### config.mk
export PLATFORM = sky130hd
export DESIGN_NAME = mux_scan_sequencer
export DESIGN_NICKNAME = d
export VERILOG_FILES = /design/src/rtl/mux_scan_sequencer.sv
export SDC_FILE = /design/constraint.sdc
export NUM_CORES = 1
export LEC_CHECK = 0
export ABC_CLOCK_PERIOD_IN_PS = 2040
export CAP_MARGIN = 20
export CORE_AREA = 10 10 52 59
export CTS_CLUSTER_DIAMETER = 200
export DETAILED_ROUTE_END_ITERATION = 10
export DIE_AREA = 0 0 62 69
export PLACE_DENSITY = 0.72
export SLEW_MARGIN = 10
export SYNTH_ARGS = -nofsm -noshare
export SYNTH_HDL_FRONTEND = slang
export SYNTH_SLANG_ARGS = --single-unit
### constraint.sdc
create_clock -name clk -period 2.04 [get_ports clk]
set_input_delay 0.204 -clock clk [delete_from_list [all_inputs] [get_ports clk]]
set_output_delay 0.204 -clock clk [all_outputs]
set_load 0.01 [all_outputs]
### src/rtl/mux_scan_sequencer.sv
// mux_scan_sequencer: steps a 4:1 mux through channels 0..3, waits SETTLE_CYCLES on each,
// samples the mux output and publishes a 4-bit snapshot with a one-cycle done pulse.
// Supports single-shot (start) and continuous (cont) scanning.
// Optional feature macro: MUX_SCAN_CHANGE_EN adds a change-detect pulse alongside done.
module mux_scan_sequencer #(
   parameter int unsigned SETTLE_CYCLES = 2,
   parameter int unsigned CNT_W         = 4
) (
   input  logic       clk,
   input  logic       rst_n,
   input  logic       start,
   input  logic       cont,
   input  logic       y_in,
   output logic       s1,
   output logic       s0,
   output logic       busy,
   output logic       done,
   output logic [3:0] data,
   output logic       change
);

   typedef enum logic [1:0] {StIdle, StSettle, StSample, StDone} state_e;

   localparam logic [CNT_W-1:0] CntLast = CNT_W'(SETTLE_CYCLES - 1);

   state_e           state;
   logic [1:0]       ch;
   logic [CNT_W-1:0] cnt;
   logic [2:0]       shadow;
   logic [3:0]       new_data;
   logic             scan_req;
   logic             last_sample;

   // Select lines come straight from the channel register, so they only move on clock edges.
   assign {s1, s0}    = ch;
   assign new_data    = {y_in, shadow};
   assign scan_req    = start | cont;
   assign last_sample = (state == StSample) && (ch == 2'd3);

   // Scan FSM: channel stepping, settle timing, sample capture and registered status outputs.
   always_ff @(posedge clk or negedge rst_n) begin
      if (!rst_n) begin
         state  <= StIdle;
         ch     <= 2'd0;
         cnt    <= '0;
         shadow <= 3'd0;
         data   <= 4'd0;
         busy   <= 1'b0;
         done   <= 1'b0;
      end else begin
         done <= 1'b0;
         case (state)
            StIdle: begin
               if (scan_req) begin
                  state <= StSettle;
                  ch    <= 2'd0;
                  cnt   <= '0;
                  busy  <= 1'b1;
               end
            end
            StSettle: begin
               if (cnt == CntLast) begin
                  state <= StSample;
                  cnt   <= '0;
               end else begin
                  cnt <= cnt + CNT_W'(1);
               end
            end
            StSample: begin
               if (ch != 2'd3) begin
                  shadow[ch] <= y_in;
                  ch         <= ch + 2'd1;
                  cnt        <= '0;
                  state      <= StSettle;
               end else begin
                  // Only a completed scan touches data; the 3->0 select change happens here.
                  data  <= new_data;
                  ch    <= 2'd0;
                  state <= StDone;
                  done  <= 1'b1;
                  busy  <= 1'b0;
               end
            end
            StDone: begin
               if (scan_req) begin
                  state <= StSettle;
                  ch    <= 2'd0;
                  cnt   <= '0;
                  busy  <= 1'b1;
               end else begin
                  state <= StIdle;
               end
            end
            default: begin
               state <= StIdle;
            end
         endcase
      end
   end

`ifdef MUX_SCAN_CHANGE_EN
   logic [3:0] prev;

   // Pulse change with done when the new snapshot differs from the previous one.
   always_ff @(posedge clk or negedge rst_n) begin
      if (!rst_n) begin
         prev   <= 4'd0;
         change <= 1'b0;
      end else begin
         change <= 1'b0;
         if (last_sample) begin
            change <= (new_data != prev);
            prev   <= new_data;
         end
      end
   end
`else
   assign change = 1'b0;
`endif

endmodule

# After elaboration in Yosys (flattened, before gate mapping)
# Cells that the tools add are included.
# totals
register_bits,17
output_inout_bits,9
wordCells,53
# op_classes
n_addsub,2
order_cmp,2
n_eq_ne,10
muxes,20
n_bitwise,2
n_reduce_logical,10
# op_table
cell,count
$mux W4,3
$pmux W4 S3,1
$mux W2,5
$reduce_and A2 Y1,5
$ne A2 B2 Y1 const B,4
$pmux W2 S4,1
$mux W1,6
$add A4 B1 Y4 const B,1
$eq A2 B2 Y1 const B,2
$eq A4 B1 Y1 const B,1
$ne A2 B1 Y1 const B,2
$pmux W2 S2,1
$bwmux W3,1
$lt A2 B3 Y1 const B,1
$reduce_and A3 Y1,1
$add A2 B1 Y2 const B,1
$demux W1 S2,1
$eq A2 B1 Y1 const B,1
$ge A2 B1 Y1 const B,1
$logic_not A2 Y1,1
$pmux W1 S2,1
$reduce_bool A2 Y1,1
$reduce_or A2 Y1,1
$logic_and A1 B1 Y1,1
2 further kinds,2

# Logic depth before layout (Yosys ltp)
# depth
ltp_word,5
mapped_depth,6

# Least setup slack after synthesis
# Ideal clock, no wire load.
# synth_timing
kind,flip-flop to flip-flop
from,register state[0]
to,register cnt[3]
setup_ps,134
t_arrival_ps,1513
setup_slack_ps,394
stages_incl_launch_ff,6
n_path_buf,0
path_cell_list,dfrtp_1 > inv_1 > ha_1 > nor3_1 > nand4b_1 > o211ai_1
# synth_between
elab_chain_cells,4
word_cells_on_any_way,9
cone_classes,eq/ne: 5; mux: 1; reduce/logical: 3
# synth_rtl
item,line_no,text
start: declaration,26,state_e state;
start signal: assignment,43,state <= StIdle;
start signal: assignment,55,state <= StSettle;
start signal: assignment,63,state <= StSample;
$eq A2 B2 Y1 or $logic_not A2 Y1 (tied branches),52,case (state)
$reduce_or A2 Y1 (no line),--,
$ne A2 B1 Y1 (no line),--,
$reduce_and A2 Y1 (no line),--,
end signal: assignment,66,cnt <= cnt + CNT_W'(1);
end: declaration,28,logic [CNT_W-1:0] cnt;
# Parallel ways exist; a longest one is shown, timed or not.
# A chain may end at the register's enable or synchronous reset.

# Worst setup path after layout
# layout_timing
from,register state[0]
to,register cnt[2]
# Same word-level chain as after synthesis.

==> metrics.sh <==
R2R_END='cnt[2]$_DFFE_PN0P_'
POWER.DENSITY_nW_PER_UM2=1338
YS_ASYNC_SR_FRACTION_PCT=100.0
RSZ0062_AT_GRT='false'
GRT_REMAINING_OVERFLOW=0
FINAL.HOLD.WORST_SLACK_PS=220.2
SINK_COUNT=17
YOSYSMOSTFREQUENTCELL='sky130_fd_sc_hd__dfrtp_1'
LAYOUT-DRIVE-GT1-SHARE_PCT=10.09
SYNTH_TO_LAYOUT_AREA_GROWTH_PCT=20.65
CTS.REPORTEDPATHS.CLKPINSLEW_PS=100
SYNTHESIS.AREA_PER_INSTANCE_UM2=10.01
GRT_PASS1_WL_UM=2891
START_UTIL_PCT=47.58
YOSYSSEQAREASHARE_PCT=46.20
ROUTED-VIA-COUNT=695
SETUP.WORST_PATH.START='state[0]$_DFFE_PN0P_'
POWER_mW=1.487
DESIGN_AREA_UM2=1111
ANTENNA_CELLS_INSERTED=0
WORSTPATHMAXFANOUT=10
SYNTH_COMPOUND_AREA_SHARE_PCT=13.18
DP_HPWL_UM=1363
SYNTHFLOPTYPE='sky130_fd_sc_hd__dfrtp_1'
CPMAXSTAGEDELAYCELL='sky130_fd_sc_hd__dfrtp_1'
YS_TOP_CELLS_BY_AREA='sky130_fd_sc_hd__dfrtp_1 (46%), sky130_fd_sc_hd__ha_1 (15%), sky130_fd_sc_hd__nand2_1 (6.5%)'
CTS-HTREE-LEVELS=1
FINALCRITICALPERIOD_PS=1771
POSTPLACECELLAREA_UM2=1084
CLOCK.FMAX_GHz=0.5645
CTS.REPAIR_TIMING.SETUP_BUFFER_COUNT=0
SYN_NETS=108
REMAINING_DRC_ERRORS=0
NUMPORTBUFFERS=12
SYNTH_ENABLE_FLOP_CELLS=0
CRIT_ARRIVAL_PS=1950
FINALCRITPERIODSHARE_PCT=86.83
ROUTE.ANTENNA.REMAINING_NETS=0
DIE-AREA_UM2=4278
POST_CTS_RESIZED=0
WORSTSETUPSTARTPOINTTYPE='register'
CP_CELL_SEQUENCE='inv_1 > ha_1 > nand2_1 > clkinv_1 > o31ai_1 > o21ai_0'
YOSYS.AREA_SHARE.XOR_XNOR_PCT=0
HOLD_PATH.CLASS='input port to async pin'
FP.DIEH_UM=69
DETAILEDROUTE.FIRSTITERATIONVIOLATIONS=14
PLACEMENTROWS=17
CTS-ROOT-TO-SINK-BUFFERS=2
IR_DROP_uV=796.4
GRT_USAGE_PCT=8.518
YS_TYPES=26
YS_TOP_CELLS_BY_COUNT='sky130_fd_sc_hd__dfrtp_1 (17), sky130_fd_sc_hd__nand2_1 (16), sky130_fd_sc_hd__ha_1 (11), sky130_fd_sc_hd__o21ai_0 (11), sky130_fd_sc_hd__inv_1 (6)'
SYNTH_SIMPLE_GATE_AREA_SHARE_PCT=17.93
YOSYS-MUX-AREA-FRACTION_PCT=3.668
FIRST_GLOBAL_VIAS=641
LEAKAGE_DISSIPATION_nW=0.5131
ROUTED_WIRE_LENGTH_PER_INSTANCE_UM=12.96
YS_SEQ_ELEMENTS=17
FF2FF_SETUP_SLACK_PS=270
GP_CONGESTION=0.8277
MAIN_COMBINATIONAL_CELL_FAMILY_BY_AREA_AFTER_SYNTHESIS='simple AND/OR/NAND/NOR gates'
SYNTH.LARGEST_AREA_CELL='sky130_fd_sc_hd__dfrtp_1'
CRITPATHREQUIREDTIME_PS=2210
RUN_STATUS='complete, no violations'
POST_DETAILED_ROUTE_VIA_TO_CELL_RATIO=5.073
ENDPOINT='cnt[2]$_DFFE_PN0P_'
DETAIL_ROUTE.WIRELENGTH_UM=1775
TIMING.SETUP.CRITICAL_PATH_CLASS='register to register'
CTS-BUFFERS-INSERTED=3
CTS_HOLD_REPAIR.BUFFERS=0
SYNTH_FA_HA_AREA_SHARE_PCT=14.95
REGTOREGSTARTPOINT='state[0]$_DFFE_PN0P_'
SYNTH_TOP_AREA_SHARE_PCT=46.20
DRT-PASS1-ITER-COUNT=4
IOS=14
FINAL.SETUP.TNS_PS=0
FINAL-SETUP-VIOL-COUNT=0
FINALMAXSLEWVIOLATIONS=0
WORST-R2R-CELL-COUNT=6
CORE_AREA_UM2=1936
ANTENNA_VIOLATIONS_BEFORE_REPAIR=0
GRT_MAX_DEGREE=18
CRIT_PATH_MAX_INCR_DELAY_PS=470
HOLD_VIOL_FINAL=0
FILLER_CELL_COUNT=174
CTS_TREE='built'
CAP_VIOL_MAX_COUNT=0
SYNTHCELLS=92
SETUP.WORST_PATH.END_CLASS='register'
LAYOUT.CORE_UTILIZATION_PCT=57.40
CLK_ROOT_BUFFER_CELL='sky130_fd_sc_hd__clkbuf_4'
CLKLATENCYLATEPIN_PS=290
FINAL_NETS=126
FINAL.SETUP_SKEW_PS=3.527
DIE_W_UM=62
NETLIST_AREA_UM2=920.9
SYNTH-WARNING-COUNT=0
## cell families (layout without fill, tap and decap cells)
| kind of cell | count (synthesis) | after routing |
|---|---|---|
| buf+inv | 8 | 25 |
| other cells | 1 | 1 |
| mux | 3 | 3 |
| fa+ha+maj | 11 | 11 |
| compound gates | 19 | 19 |
| flops | 17 | 17 |
| simple gates | 33 | 33 |
## layout by cell type, fill, tap and decap left out
master,count
sky130_fd_sc_hd__mux2_2,3
sky130_fd_sc_hd__o31ai_1,2
sky130_fd_sc_hd__nand3_1,3
sky130_fd_sc_hd__o211a_1,1
sky130_fd_sc_hd__nand2_1,16
sky130_fd_sc_hd__clkinv_2,1
sky130_fd_sc_hd__clkinv_1,1
sky130_fd_sc_hd__and2_0,1
sky130_fd_sc_hd__nand4b_1,1
sky130_fd_sc_hd__or2_2,1
sky130_fd_sc_hd__a221o_1,1
sky130_fd_sc_hd__clkbuf_4,3
sky130_fd_sc_hd__o21ai_0,11
sky130_fd_sc_hd__buf_4,2
sky130_fd_sc_hd__clkdlybuf4s50_1,12
sky130_fd_sc_hd__conb_1,1
sky130_fd_sc_hd__or3b_4,1
sky130_fd_sc_hd__a31oi_1,1
sky130_fd_sc_hd__nor3_1,3
sky130_fd_sc_hd__a221oi_1,1
sky130_fd_sc_hd__dfrtp_1,17
sky130_fd_sc_hd__o22a_1,1
sky130_fd_sc_hd__nor2_1,1
sky130_fd_sc_hd__o211ai_1,1
sky130_fd_sc_hd__inv_1,6
sky130_fd_sc_hd__ha_1,11
sky130_fd_sc_hd__nand2b_1,3
sky130_fd_sc_hd__nor2b_1,2
sky130_fd_sc_hd__nand3b_1,1
## final cells by class
type / count / area, um^2 / area share (%)
timing repair buffer: 14 / 135.1 / 12.16
tap: 28 / 35.03 / 3.153
clock buffer: 3 / 22.52 / 2.027
sequential: 17 / 425.4 / 38.29
inverter: 7 / 26.28 / 2.365
multi-input combinational: 67 / 461.7 / 41.55
clock inverter: 1 / 5.005 / 0.4504
## power by group
| group | switching [mW] | internal (mW) | leakage [nW] | total [mW] |
|---|---|---|---|---|
| Sequential | 0.119 | 0.476 | 0.212 | 0.595 |
| Clock | 0.109 | 0.0729 | 0.0177 | 0.182 |
| Combinational | 0.340 | 0.370 | 0.283 | 0.709 |
| Total | 0.568 | 0.918 | 0.513 | 1.49 |
## routing by layer
metal | GRT usage (%) | part of all wire, %
met1 | 11.56 | 47
met2 | 11.76 | 44
met3 | 1.645 | 6.1
met4 | 5.172 | 2.6
met5 | 0 | 0
## through the flow
| stage | instances | worst slack, ps |
|---|---|---|
| global route | 137 | 47.75 |
| finish | 137 | 268.7 |
| detailed placement | 133 | 290.8 |
| global placement | 133 | 392.8 |
| CTS | 137 | 269.7 |
| floorplan | 92 | 393.5 |
## worst max-delay path: cells and delay by family, from the launching register on
kind | cells | cell delay, ps
buffers and inverters | 2 | 390
AND/OR/NAND/NOR | 1 | 160
AO/OA/AOI/OAI | 2 | 400
flip-flops | 1 | 470
adder cells (fa/ha/maj) | 1 | 230
## flip-flops by register name, indices dropped and copies added (netlist names)
register,count
shadow,3
done,1
ch,2
data,4
cnt,4
state,2
busy,1
## how the worst min path moves through the flow
stage / startpoint / slack (ps) / depth (start not counted) / to
floorplan: rst_n / -90 / 0 / busy$_DFFE_PN0P_
detailed placement: shadow[1]$_DFFE_PN0P_ / 470 / 2 / data[1]$_DFFE_PN0P_
global placement: shadow[0]$_DFFE_PN0P_ / 470 / 2 / data[0]$_DFFE_PN0P_
global route: rst_n / 230 / 2 / data[1]$_DFFE_PN0P_
finish: rst_n / 220 / 2 / shadow[2]$_DFFE_PN0P_
CTS: rst_n / 220 / 2 / shadow[2]$_DFFE_PN0P_
Note: power is estimated with default switching activity, not from simulation.
==> variant (config.mk and constraints unchanged) <==
The option `MUX_SCAN_CHANGE_EN` is turned on by a define.
--- a/src/rtl/mux_scan_sequencer.sv
+++ b/src/rtl/mux_scan_sequencer.sv
@@ -3,4 +3,6 @@
 // Supports single-shot (start) and continuous (cont) scanning.
 // Optional feature macro: MUX_SCAN_CHANGE_EN adds a change-detect pulse alongside done.
+`define MUX_SCAN_CHANGE_EN
+
 module mux_scan_sequencer #(
    parameter int unsigned SETTLE_CYCLES = 2,
Check against the original RTL: same outputs for any inputs over 10 cycles, from zero or initial values and one cycle with rst_n low; that may be too few to reach the edited logic, so the function may still have changed.
==> variant against the unedited design <==
Synthesized cell count grew 3.3%; sequential cell count grew 1; routed wire length grew 1.5%; final area grew 7.3%; first-iteration DRC count grew 36%; via count grew 7.1%; synthesized area grew 6.0%; setup slack lost 14 ps; sequential power grew 6.7%; die area is the same; total power grew 9.6%; critical path type unchanged; critical endpoint unchanged; largest cell class unchanged; largest power group unchanged; highest routed layer unchanged.
==> variant: results <==
[status]
status = completed

[placed_design]
place_ws_ps = 276
hpwlAfterDp_um = 1380
port_buffers = 13
gp_congestion = 0.770
place_area_mm2 = 0.00116

[power_and_ir_drop]
ir_drop_mv = 0.684
p_leak_nw = 0.542

[sta]
slew_headroom_pct = 76.9
timing.final.crit_period_ps = 1780
skew_ps = 1.84
hold_slack_ps = 232
setup_viol = 0

[worst_setup_path]
critPathSlowestCell = dfrtp_1
critPathArrivalTime_ps = 1960
crit_family = flip-flops
rrSetupSlack_ps = 260
path_max_fanout = 10
cp_slowest_stage_delay_ps = 470

[synth]
seq_area_frac_synth_pct = 46.2
syn_inst = 95
ys.warnings.count = 0
synth_fp_nets = 111
synth_area_leaders = dfrtp_1 46%, ha_1 14%, nand2_1 6.5%
synthTopCellsByCount = 18 x dfrtp_1, 17 x nand2_1, 11 x ha_1
netlist-cell-type-count = 26
ys_async_sr_fraction_pct = 100

[final_layout]
finalNetCount = 131
drive_gt1_share_pct = 10.5
fillerInstances = 163
num_antenna_cells = 0
stdcell_count = 142
largestRegisters = cnt: 4 flops, data: 4 flops, shadow: 3 flops

[route]
routedWlPerCell_um = 12.7
drt_iter0_markers = 19
drt-pass1-iter-count = 4
num_vias = 744

[cts]
clock_latency_ps = 290
clkSlewWorstSetupHoldPaths_ps = 100
cts_root_buf = clkbuf_4
cts_resized = 0
htree_levels = 1
cts_buffers = 3
cts.path.max_buffers = 2
cts_setup_buffers = 0

[global_route]
grt_max_degree = 19
grt_pass1_wl_um = 2990
grt_pass1_vias = 665
antenna_found_initial = 0
grt_use_total_pct = 8.95

[worst_hold_path]
hold_class = in -> async
==> variant: cells by family (layout without fill, tap and decap cells) <==
family / after synthesis / after routing / share of synthesized area [%]
buffers and inverters: 7 / 26 / 2.69
AO/OA/AOI/OAI: 21 / 21 / 14.9
flip-flops: 18 / 18 / 46.2
multiplexers: 3 / 3 / 3.46
AND/OR/NAND/NOR: 31 / 31 / 15.1
XOR/XNOR: 4 / 4 / 3.59
adder cells (fa/ha/maj): 11 / 11 / 14.1
==> variant: path summary, 6_finish.rpt <==
| check | start | end | cells past startpoint |
|---|---|---|---|
| setup / recovery | state[0]$_DFFE_PN0P_ | cnt[2]$_DFFE_PN0P_ | 6 |
| hold / removal | rst_n | data[3]$_DFFE_PN0P_ | 2 |
| setup reg to reg | state[0]$_DFFE_PN0P_ | cnt[2]$_DFFE_PN0P_ | 6 |
| hold reg to reg | busy$_DFFE_PN0P_ | busy$_DFFE_PN0P_ | 1 |
| max in group asynchronous | rst_n | shadow[1]$_DFFE_PN0P_ | 2 |
| min in group clk | busy$_DFFE_PN0P_ | busy$_DFFE_PN0P_ | 1 |
==> variant: area by class of cell <==
class | count | area [um^2] | share of cell area (%)
Multi-Input combinational cell | 70 | 499 | 41.9
Sequential cell | 18 | 450 | 37.8
Timing Repair Buffer | 15 | 145 | 12.2
Clock buffer | 4 | 36.3 | 3.04
Tap cell | 28 | 35.0 | 2.94
Inverter | 7 | 26.3 | 2.20
==> variant: power by group <==
group	switching, mW	internal (mW)	leakage, nW
clock network	0.109	0.109	0.0210
registers	0.141	0.493	0.229
logic	0.367	0.411	0.292
==> variant: per-layer routing <==
metal,vias up,routed length (um),global-route usage [%]
met1,351,828,11.7
met2,17,827,12.4
li1,372,-,-
met4,0,33,5.17
met5,-,0,0
met3,4,111,2.56
